**src/rtl/frame_scheduler.sv**
```systemverilog
// Per-frame sequencer for the shared VGA plotter: erase bird, erase pipes, update, draw pipes, draw bird.
// Optional drawer-phase watchdog enabled by defining FRAME_SCHEDULER_WATCHDOG_EN.
module frame_scheduler #(
  parameter int TICKS_PER_FRAME = 833334,
  parameter int CNT_W           = 20,
  parameter int TIMEOUT_CYCLES  = 65535
) (
  input  logic clk,
  input  logic reset,
  input  logic enable,
  input  logic bird_done,
  input  logic pipe_done,
  output logic bird_req,
  output logic pipe_req,
  output logic erase,
  output logic update,
  output logic busy,
  output logic overrun,
  output logic timeout
);

  typedef enum logic [2:0] {
    IDLE, WAIT_TICK, ERASE_B, ERASE_P, UPD, DRAW_P, DRAW_B
  } state_t;

  state_t             state_q, state_d;
  logic [CNT_W-1:0]   cnt_q, cnt_d;
  logic               entry_q;
  logic               overrun_q;
  logic               tick, busy_int, drawer_wait, phase_done, wd_expire, timeout_int;

  // Gating tick with enable makes enable win over a coincident tick in WAIT_TICK.
  assign tick        = enable && (cnt_q == CNT_W'(TICKS_PER_FRAME - 1));
  assign busy_int    = !(state_q inside {IDLE, WAIT_TICK});
  assign drawer_wait = state_q inside {ERASE_B, ERASE_P, DRAW_P, DRAW_B};
  assign cnt_d       = (!enable || tick) ? '0 : cnt_q + CNT_W'(1);

  // A done pulse counts only from the drawer being waited on, and never in the req cycle.
  always_comb begin
    // NOTE: every combinational output gets a default first so no latch is inferred.
    phase_done = 1'b0;
    case (state_q)
      ERASE_B, DRAW_B: phase_done = bird_done && !entry_q;
      ERASE_P, DRAW_P: phase_done = pipe_done && !entry_q;
      default:         phase_done = 1'b0;
    endcase
  end

`ifdef FRAME_SCHEDULER_WATCHDOG_EN
  localparam int WD_W = $clog2(TIMEOUT_CYCLES + 1);
  logic [WD_W-1:0] wd_q;
  logic            timeout_q;

  assign wd_expire   = drawer_wait && (wd_q == WD_W'(TIMEOUT_CYCLES - 1));
  assign timeout_int = timeout_q;

  always_ff @(posedge clk) begin
    if (reset) begin
      wd_q      <= '0;
      timeout_q <= 1'b0;
    end else begin
      wd_q <= (state_d != state_q) ? '0 : wd_q + WD_W'(1);
      if (wd_expire && !phase_done) timeout_q <= 1'b1;
    end
  end
`else
  logic unused_timeout_cfg;
  assign unused_timeout_cfg = (TIMEOUT_CYCLES > 0);
  assign wd_expire          = 1'b0;
  assign timeout_int        = 1'b0;
`endif

  always_ff @(posedge clk) begin
    if (reset) begin
      state_q   <= IDLE;
      cnt_q     <= '0;
      entry_q   <= 1'b0;
      overrun_q <= 1'b0;
    end else begin
      // NOTE: sequential state uses non-blocking assignments so all registers update together.
      state_q   <= state_d;
      cnt_q     <= cnt_d;
      entry_q   <= (state_d != state_q);
      overrun_q <= overrun_q | (tick & busy_int);
    end
  end

  always_comb begin
    state_d = state_q;
    case (state_q)
      IDLE:      if (enable) state_d = WAIT_TICK;
      WAIT_TICK: if (!enable) state_d = IDLE;
                 else if (tick) state_d = ERASE_B;
      ERASE_B:   if (phase_done || wd_expire) state_d = ERASE_P;
      ERASE_P:   if (phase_done || wd_expire) state_d = UPD;
      UPD:       state_d = DRAW_P;
      DRAW_P:    if (phase_done || wd_expire) state_d = DRAW_B;
      DRAW_B:    if (phase_done || wd_expire) state_d = enable ? WAIT_TICK : IDLE;
      default:   state_d = IDLE;
    endcase
  end

  always_comb begin
    bird_req = 1'b0;
    pipe_req = 1'b0;
    update   = 1'b0;
    erase    = state_q inside {ERASE_B, ERASE_P};
    busy     = busy_int;
    overrun  = overrun_q;
    timeout  = timeout_int;
    case (state_q)
      ERASE_B, DRAW_B: bird_req = entry_q;
      ERASE_P, DRAW_P: pipe_req = entry_q;
      UPD:             update   = 1'b1;
      default:         ;
    endcase
    // NOTE: reset masks the outputs combinationally so an aborted cycle issues no req or update.
    if (reset) begin
      bird_req = 1'b0;
      pipe_req = 1'b0;
      update   = 1'b0;
      erase    = 1'b0;
      busy     = 1'b0;
      overrun  = 1'b0;
      timeout  = 1'b0;
    end
  end

endmodule

```
**config.mk**
```make
export PLATFORM = sky130hd
export DESIGN_NAME = frame_scheduler
export DESIGN_NICKNAME = d
export VERILOG_FILES = /design/src/rtl/frame_scheduler.sv
export SDC_FILE = /design/constraint.sdc
export NUM_CORES = 1
export LEC_CHECK = 0
export ABC_CLOCK_PERIOD_IN_PS = 1800
export CORE_UTILIZATION = 53
export CTS_BUF_LIST = sky130_fd_sc_hd__clkbuf_2
export DETAILED_ROUTE_END_ITERATION = 8
export HOLD_SLACK_MARGIN = 0.08
export PLACE_DENSITY = 0.84
export SETUP_SLACK_MARGIN = 0.2
export SYNTH_ARGS = -nofsm -noshare
export SYNTH_HDL_FRONTEND = slang
export SYNTH_SLANG_ARGS = --single-unit
export TNS_END_PERCENT = 50
```
**constraint.sdc**
```tcl
create_clock -name clk -period 1.8 [get_ports clk]
set_input_delay 0.27 -clock clk [delete_from_list [all_inputs] [get_ports clk]]
set_output_delay 0.27 -clock clk [all_outputs]
set_load 0.05 [all_outputs]
```
==> flow_metrics.env, run 1 <==
export IMPL_fin_cells=231
export IMPL_syn_area_per_cell_sq_um=8.008
export IMPL_die_area_sq_um=2697
export IMPL_worstPathRequired_ps=2120
export IMPL_finalMaxSlewViolations=0
export IMPL_clk_path_buf_depth=2
export IMPL_ios=12
export IMPL_post_dp_hpwl_mm=2.273
export IMPL_hold_violations=0
export IMPL_place_gp_congestion=0.9122
export IMPL_vias=1373
export IMPL_antennaDiodeCount=0
export IMPL_drt_iter0_drc=60
export IMPL_clock_sinks=25
export IMPL_final_common_cell="buf_4"
export IMPL_synth_edff_count=0
export IMPL_ant_nets=0
export IMPL_core_area_sq_um=2276
export IMPL_p_clk_frac=0.266
export IMPL_internal_power_w=0.0006417
export IMPL_initial_utilization=0.5805
export IMPL_wl_per_cell_um=16.37
export IMPL_synthArstFlopShare=0
export IMPL_yosysWarnings=0
export IMPL_grtUsageTotal=0.2927
export IMPL_die_y_um=51.93
export IMPL_p_seq_frac=0.644
export IMPL_synthCells=165
export IMPL_drv_cap=0
export IMPL_cpPeakStageDelay_ps=540
export IMPL_cp_num_buf_inv=0
export IMPL_synth_seq_area_share=0.3788
export IMPL_power_leakage_nw=0.6776
export IMPL_fin_crit_sh=0.9743
export IMPL_reg2reg_slack_ps=50
export IMPL_hp_class="input pin to register"
export IMPL_drtPass1Iterations=4
export IMPL_p_sw_w=0.0002461
export IMPL_crit_chain="nand4_1 -> or2_1 -> or4_4 -> a21oi_2"
export IMPL_placed_cells=210
export IMPL_viasPerCell=5.944
export IMPL_status="finished, final reports clean"
export IMPL_synth_fp_nets=172
export IMPL_finalSetupViolations=0
export IMPL_cp_arrival_ps=2080
export IMPL_grt_pass1_vias=1329
export IMPL_final_cell_mix="28 x buf_4, 19 x nor2_1, 11 x nand2_1"
export IMPL_skew_ps=7.157
export IMPL_layout_min_cycle_time_ps=1754
export IMPL_pwr_share_comb=0.089
export IMPL_port_buffers=10
export IMPL_cts_reportedPaths_clkPinSlew_ps=260
export IMPL_vdd_ir_drop_max_uv=448.6
export IMPL_synthFlopType="dfxtp_1"
export IMPL_cts_root_buf="clkbuf_2"
export IMPL_rows=17
export IMPL_wl_mm=3.782
export IMPL_grt_max_degree=16
export IMPL_grt_pass1_wl_mm=5.761
export IMPL_fmax_mhz=570.2
export IMPL_ys_ff_latch=25
export IMPL_worstSetupStartpointType="register"
export IMPL_total_power_w=0.0008878
export IMPL_clock_latency_ps=360
export IMPL_die_x_um=51.93
export IMPL_critPathSlowestCell="or4_4"
export IMPL_synth_cell_types=41
export IMPL_nNetsFinal=211
export IMPL_switching_share=0.2772
export IMPL_crit_path_max_fanout=8
export IMPL_area_growth_pct=44.13
export IMPL_drc=0
export IMPL_cts_buffers=3
export IMPL_cp_end_kind="register"
export IMPL_antenna_found_initial=0
export IMPL_cp_top_family="simple AND/OR/NAND/NOR gates"
export IMPL_power_density_nw_per_um2=466.2
export IMPL_htreeDepth=1
export IMPL_cts_hold_buf=0
export IMPL_overflow=0
export IMPL_synthesis_area_sq_um=1321
export IMPL_criticalPathCategory="register to register"
export IMPL_drive_above_1_share=0.3793
export IMPL_cts_tree="done"
export IMPL_rsz0062_at_grt="yes"
## cell usage after synthesis, drive strengths merged (4+ instances only)
cell type,count,share of area
clkbuf,5,0.014
a21oi,11,0.042
o21ai,8,0.030
nand2,13,0.043
nand3,8,0.034
xnor2,9,0.060
nor3,4,0.015
or3,4,0.019
dfxtp,25,0.38
inv,10,0.028
nor4,5,0.024
nor2,20,0.057
buf,4,0.017
## cells by family (layout without fill, tap and decap cells)
| group | count (synthesis) | in the layout | synth area share |
|---|---|---|---|
| adder cells (fa/ha/maj) | 2 | 2 | 0.01894 |
| flip-flops | 25 | 25 | 0.3788 |
| buffers and inverters | 19 | 57 | 0.05966 |
| other | 1 | 1 | 0.002838 |
| AO/OA/AOI/OAI | 29 | 29 | 0.1364 |
| XOR/XNOR | 12 | 12 | 0.07955 |
| AND/OR/NAND/NOR | 77 | 77 | 0.3239 |
## registers in the layout, summed over array words and instances (netlist names)
signal,cells
cnt_q,20
state_q,3
entry_q,1
overrun_q,1
## power by group through the flow
stage | sequential (W) | combinational (W) | clock [W]
detailed placement | 0.000589 | 0.0000686 | 0
global placement | 0.000588 | 0.0000659 | 0
floorplan | 0.000580 | 0.0000515 | 0
global route | 0.000574 | 0.0000858 | 0.000251
CTS | 0.000574 | 0.0000748 | 0.000232
finish | 0.000572 | 0.0000794 | 0.000236
## final timing paths
| kind | depth (start not counted) | to | startpoint |
|---|---|---|---|
| max | 4 | cnt_q[17] | cnt_q[12] |
| min | 3 | state_q[2] | reset |
| max reg2reg | 4 | cnt_q[17] | cnt_q[12] |
| min reg2reg | 2 | cnt_q[17] | cnt_q[17] |
## timing repair
action                     CTS  global route
resized for setup           22             7
pin swaps                    8             1
setup endpoints to repair   28            28
setup buffers               14             3
## tightest hold or removal path, stage by stage
cell	delay (ps)
dlygate4sd2_1	280
buf_4	160
a21oi_1	50
## cell type report
type / count / area (sq um)
Fill cell: 113 / 371.6
Sequential cell: 25 / 538.0
Tap cell: 28 / 35.03
Multi-Input combinational cell: 121 / 848.3
Clock buffer: 3 / 15.01
Timing Repair Buffer: 43 / 425.4
Clock inverter: 1 / 5.005
Inverter: 10 / 37.54
## per-stage QoR
stage / hold WS [ps] / utilization / TNS, ps / area (sq um) / setup slack (ps)
floorplan: 414.5 / - / 0 / 1400 / 52.04
global placement: 443.1 / 0.7356 / 0 / 1674 / 6.054
detailed placement: 450.7 / 0.7356 / -138.7 / 1674 / -86.93
CTS: 363.5 / 0.8131 / 0 / 1851 / 62.97
global route: 387.5 / 0.8367 / -22.86 / 1904 / -22.86
finish: 403.4 / 0.8367 / 0 / 1904 / 46.33
## per-layer routing
layer	wire [um]	vias to the layer above	global-route usage
li1	-	656	-
met1	1481	664	0.3023
met2	2065	39	0.5577
met3	137	14	0.04678
met4	98	0	0.1441
met5	0	-	0
Note: power is estimated with default switching activity, not from simulation.
==> inputs of run 2 (changes only) <==
--- a/config.mk
+++ b/config.mk
@@ -6,11 +6,12 @@
 export NUM_CORES = 1
 export LEC_CHECK = 0
 export ABC_CLOCK_PERIOD_IN_PS = 1800
+export CORE_ASPECT_RATIO = 1.25
 export CORE_UTILIZATION = 53
 export CTS_BUF_LIST = sky130_fd_sc_hd__clkbuf_2
 export DETAILED_ROUTE_END_ITERATION = 8
 export HOLD_SLACK_MARGIN = 0.08
-export PLACE_DENSITY = 0.84
+export PLACE_DENSITY_LB_ADDON = 0.12
 export SETUP_SLACK_MARGIN = 0.2
 export SYNTH_ARGS = -nofsm -noshare
 export SYNTH_HDL_FRONTEND = slang
==> flow_metrics.env, run 2 (same netlist as run 1, synthesis figures left out) <==
export IMPL_status="finished, final reports clean"
export IMPL_die_x_um=46.66
export IMPL_clk_path_buf_depth=2
export IMPL_cts_root_buf="clkbuf_2"
export IMPL_fmax_mhz=583.3
export IMPL_whs_endpoint="state_q[2]"
export IMPL_post_dp_hpwl_mm=2.044
export IMPL_postLayoutCoreUtil=0.8098
export IMPL_wl_per_cell_um=13.20
export IMPL_worstHoldStart="reset"
export IMPL_n_fill_cell=142
export IMPL_finalMaxSlewViolations=0
export IMPL_worstSetupStartpointType="register"
export IMPL_crit_chain="nand3_2 -> or4_4 -> or4b_1 -> a21oi_1"
export IMPL_vdd_ir_drop_max_uv=513.8
export IMPL_largest_register_ffs=20
export IMPL_nNetsFinal=203
export IMPL_layout_min_cycle_time_ps=1715
export IMPL_ant_nets=0
export IMPL_die_area_sq_um=2698
export IMPL_grtUsageTotal=0.2594
export IMPL_cts_hold_buf=0
export IMPL_rsz0062_at_grt="yes"
export IMPL_reg2reg_slack_ps=90
export IMPL_drive_above_1_share=0.3436
export IMPL_antenna_found_initial=0
export IMPL_criticalPathCategory="register to register"
export IMPL_initial_utilization=0.5789
export IMPL_final_cell_mix="21 x buf_4, 19 x nor2_1, 11 x nand2_1"
export IMPL_r2r_start="cnt_q[2]"
export IMPL_skew_ps=1.844
export IMPL_cp_end_kind="register"
export IMPL_regToRegEndpoint="cnt_q[19]"
export IMPL_hp_class="input pin to register"
export IMPL_place_gp_congestion=0.8104
export IMPL_largest_register="cnt_q"
export IMPL_htreeDepth=1
export IMPL_power_density_nw_per_um2=464.2
export IMPL_critPathSlowestCell="or4_4"
export IMPL_grt_pass1_vias=1197
export IMPL_cts_buffers=3
export IMPL_power_leakage_nw=0.6372
export IMPL_wl_mm=2.984
export IMPL_port_buffers=10
export IMPL_finalSetupViolations=0
export IMPL_fin_cells=226
export IMPL_whs_ps=383.0
export IMPL_final_seq_area_sq_um=539.3
export IMPL_fin_crit_sh=0.9525
export IMPL_drtPass1Iterations=4
export IMPL_top_regs="cnt_q x20, state_q x3"
export IMPL_setup_tns_ps=0
export IMPL_cts_tree="done"
export IMPL_final_common_cell="buf_4"
export IMPL_grt_pass1_wl_mm=5.071
export IMPL_viasPerCell=5.575
export IMPL_multiInputGateArea_sq_um=833.3
export IMPL_area_growth_pct=39.87
export IMPL_worst_r2r_path_depth=4
export IMPL_drv_cap=0
export IMPL_core_area_sq_um=2282
export IMPL_placed_area_sq_um=1683
export IMPL_rows=19
export IMPL_cts_reportedPaths_clkPinSlew_ps=220
export IMPL_vias=1260
export IMPL_cp_arrival_ps=2010
export IMPL_drt_iter0_drc=26
export IMPL_stdcell_area_sq_um=1848
export IMPL_worstPathRequired_ps=2090
export IMPL_antennaDiodeCount=0
export IMPL_cpPeakStageDelay_ps=560
export IMPL_hold_violations=0
export IMPL_overflow=0
export IMPL_die_y_um=57.83
export IMPL_ios=12
export IMPL_clock_sinks=25
export IMPL_grt_max_degree=16
export IMPL_drc=0
export IMPL_clock_latency_ps=340
export IMPL_placed_cells=212
export IMPL_hold_depth=3
export IMPL_crit_path_max_fanout=8
run 2: report_power, final:
part           switching (W)  internal [W]  leakage, nW
clock network       0.000164     0.0000504       0.0164
logic              0.0000389     0.0000334        0.409
registers          0.0000171      0.000554        0.212
run 2: final cells by class:
class                      count  area share
clock buffer                   3    0.008125
multi-input combinational    121      0.4509
sequential                    25      0.2918
tap                           31     0.02099
inverter                      10     0.02031
clock inverter                 1    0.002708
timing repair buffer          35      0.2051
run 2: worst max-delay path by stage:
stage                  start    endpoint  slack, ps  cells after the start
finish              cnt_q[2]   cnt_q[19]         90                      4
detailed placement  cnt_q[9]   cnt_q[19]          9                      4
global placement    cnt_q[9]   cnt_q[17]         50                      4
global route        cnt_q[2]  state_q[0]          3                      6
CTS                 cnt_q[2]   cnt_q[19]         90                      4
floorplan           cnt_q[2]   cnt_q[17]         50                      5
run 2: timing repair:
item,CTS,global route
endpoints found under the setup margin,26,29
pin swaps,6,2
resized for setup,19,5
buffers inserted,10,0
run 2: stage by stage:
step                power (W)  setup WS, ps
floorplan           0.0006313         52.04
global placement    0.0006546         51.67
detailed placement  0.0006573         9.434
CTS                 0.0008701         94.84
global route        0.0008944         3.083
finish              0.0008578         85.49
run 2: routing by layer:
metal	track usage	share of wire	wire length [um]	vias up
met3	0.03427	0.027	80	8
met5	0	0	0	-
met4	0.1184	0.024	72	0
li1	-	-	-	640
met2	0.4464	0.54	1601	24
met1	0.3075	0.41	1230	588
run 2: critical path: cells and delay by family (launching register included):
kind	cells	cell delay [ps]
DFF	1	390
AOI/OAI and AO/OA	1	150
and+or+nand+nor	3	1120
==> inputs of run 3 (changes only) <==
--- a/config.mk
+++ b/config.mk
@@ -5,9 +5,9 @@
 export SDC_FILE = /design/constraint.sdc
 export NUM_CORES = 1
 export LEC_CHECK = 0
-export ABC_CLOCK_PERIOD_IN_PS = 1800
+export ABC_CLOCK_PERIOD_IN_PS = 1700
 export CORE_ASPECT_RATIO = 1.25
-export CORE_UTILIZATION = 53
+export CORE_UTILIZATION = 55
 export CTS_BUF_LIST = sky130_fd_sc_hd__clkbuf_2
 export DETAILED_ROUTE_END_ITERATION = 8
 export HOLD_SLACK_MARGIN = 0.08
==> constraint.sdc (replaced) <==
create_clock -name clk -period 1.7 [get_ports clk]
set_input_delay 0.255 -clock clk [delete_from_list [all_inputs] [get_ports clk]]
set_output_delay 0.255 -clock clk [all_outputs]
set_load 0.05 [all_outputs]
==> flow_metrics.env, run 3 (same netlist as run 1, synthesis figures left out) <==
export IMPL_antennaDiodeCount=0
export IMPL_skew_ps=24.60
export IMPL_preCtsSetupSlack_ps=-158.6
export IMPL_fin_ws_ps=-160.1
export IMPL_hold_violations=0
export IMPL_final_common_cell="buf_4"
export IMPL_grt_max_degree=16
export IMPL_ios=12
export IMPL_worstPathRequired_ps=2050
export IMPL_largest_register="cnt_q"
export IMPL_die_area_sq_um=2604
export IMPL_place_gp_congestion=0.8167
export IMPL_clk_path_buf_depth=2
export IMPL_worstSetupStartpointType="register"
export IMPL_grt_pass1_wl_mm=6.265
export IMPL_core_area_sq_um=2235
export IMPL_rows=19
export IMPL_clock_latency_ps=420
export IMPL_placed_cells=220
export IMPL_grt_pass1_vias=1471
export IMPL_cts_hold_buf=0
export IMPL_n_fill_cell=71
export IMPL_antenna_found_initial=0
export IMPL_ant_nets=0
export IMPL_crit_chain="nand3_2 -> or4_4 -> or4b_1 -> a21oi_1"
export IMPL_tightest_slew_ps=576.8
export IMPL_finalSetupViolations=25
export IMPL_nNetsFinal=217
export IMPL_port_buffers=10
export IMPL_vdd_ir_drop_max_uv=620.0
export IMPL_cts_reportedPaths_clkPinSlew_ps=280
export IMPL_crit_path_max_fanout=4
export IMPL_viasPerCell=6.646
export IMPL_post_dp_hpwl_mm=2.346
export IMPL_critPathSlowestCell="or4_4"
export IMPL_cp_top_family="simple AND/OR/NAND/NOR gates"
export IMPL_fin_cells=240
export IMPL_initial_utilization=0.5913
export IMPL_die_x_um=45.84
export IMPL_criticalPathCategory="register to register"
export IMPL_final_cell_mix="25 x buf_4, 13 x buf_6, 11 x nand2_1, 11 x dfxtp_2, 10 x inv_1"
export IMPL_status="finished, violations left"
export IMPL_finalMaxSlewViolations=0
export IMPL_slew_headroom=0.6119
export IMPL_largest_register_ffs=20
export IMPL_cp_arrival_ps=2210
export IMPL_drc=0
export IMPL_violations="setup timing"
export IMPL_drv_cap=0
export IMPL_cts_buffers=3
export IMPL_fin_crit_sh=1.094
export IMPL_multiInputGateArea_sq_um=968.4
export IMPL_cp_num_buf_inv=0
export IMPL_cts_root_buf="clkbuf_2"
export IMPL_cpPeakStageDelay_ps=570
export IMPL_power_leakage_nw=0.7387
export IMPL_hp_class="input pin to register"
export IMPL_drive_above_1_share=0.5072
export IMPL_htreeDepth=1
export IMPL_overflow=0
export IMPL_layout_min_cycle_time_ps=1860
export IMPL_area_growth_pct=59.75
export IMPL_die_y_um=56.80
export IMPL_cts_tree="done"
export IMPL_vias=1595
export IMPL_top_regs="cnt_q x20, state_q x3"
export IMPL_clock_sinks=25
export IMPL_rsz0062_at_grt="yes"
export IMPL_drt_iter0_drc=128
export IMPL_fmax_mhz=537.6
export IMPL_wl_mm=5.558
export IMPL_final_seq_area_sq_um=533.0
export IMPL_power_density_nw_per_um2=472.2
export IMPL_grtUsageTotal=0.3314
export IMPL_drtPass1Iterations=5
export IMPL_cp_end_kind="register"
export IMPL_wl_per_cell_um=23.16
-- run 3: cell types whose count changed in the layout (fill, tap and decap cells not counted), moves of 4 or more --
cell,delta
buf_6,+11
nor2_1,-10
a21oi_1,-6
a21oi_2,+6
nor2_2,+6
buf_4,+4
nor2_4,+4
-- run 3: worst min-delay path: cells and delay by family --
family                 cells  cell delay [ps]
AO/OA/AOI/OAI              1               50
buffers and inverters      2              420
-- run 3: area by class of cell --
class	instances	share of cell area
Tap cell	31	0.01838
Sequential cell	25	0.2525
Clock buffer	4	0.009484
Timing Repair Buffer	49	0.2430
Inverter	10	0.01778
Multi-Input combinational cell	121	0.4588
-- run 3: power breakdown --
part | internal [W] | total [W] | switching [W] | leakage (nW)
logic | 0.0000452 | 0.000104 | 0.0000591 | 0.511
registers | 0.000591 | 0.000613 | 0.0000217 | 0.211
clock network | 0.0000617 | 0.000280 | 0.000218 | 0.0166
-- run 3: routing by layer --
layer,vias up,track usage,wire [um]
met4,0,0.2017,394
met1,737,0.3455,1845
li1,667,-,-
met5,-,0,0
met3,44,0.04502,510
met2,147,0.5855,2807
-- run 3: timing repair --
item / CTS / global route
setup endpoints to repair: 30 / 29
resized for setup: 29 / 37
cloned: 0 / 2
buffers inserted: 12 / 2
pin swaps: 14 / 24
hold endpoints to repair: 0 / 0
-- run 3: per-stage QoR --
stage	utilization	setup TNS, ps	power (W)	hold WS, ps	area (sq um)
detailed placement	0.7800	-299.3	0.0006978	449.3	1743
finish	0.9446	-1682	0.0009967	297.7	2111
global route	0.9446	-4095	0.001009	331.5	2111
CTS	0.8712	-0.5522	0.0009342	353.6	1947
floorplan	-	-148.1	0.0006685	399.5	1401
global placement	0.7800	-130.5	0.0006942	445.4	1743
-- run 3: path summary, 6_finish.rpt --
check	startpoint	to	slack, ps	cells after the start
max	cnt_q[3]	cnt_q[19]	-160	4
min	reset	state_q[2]	300	3
min reg2reg	cnt_q[19]	cnt_q[19]	560	2
max reg2reg	cnt_q[3]	cnt_q[19]	-160	4
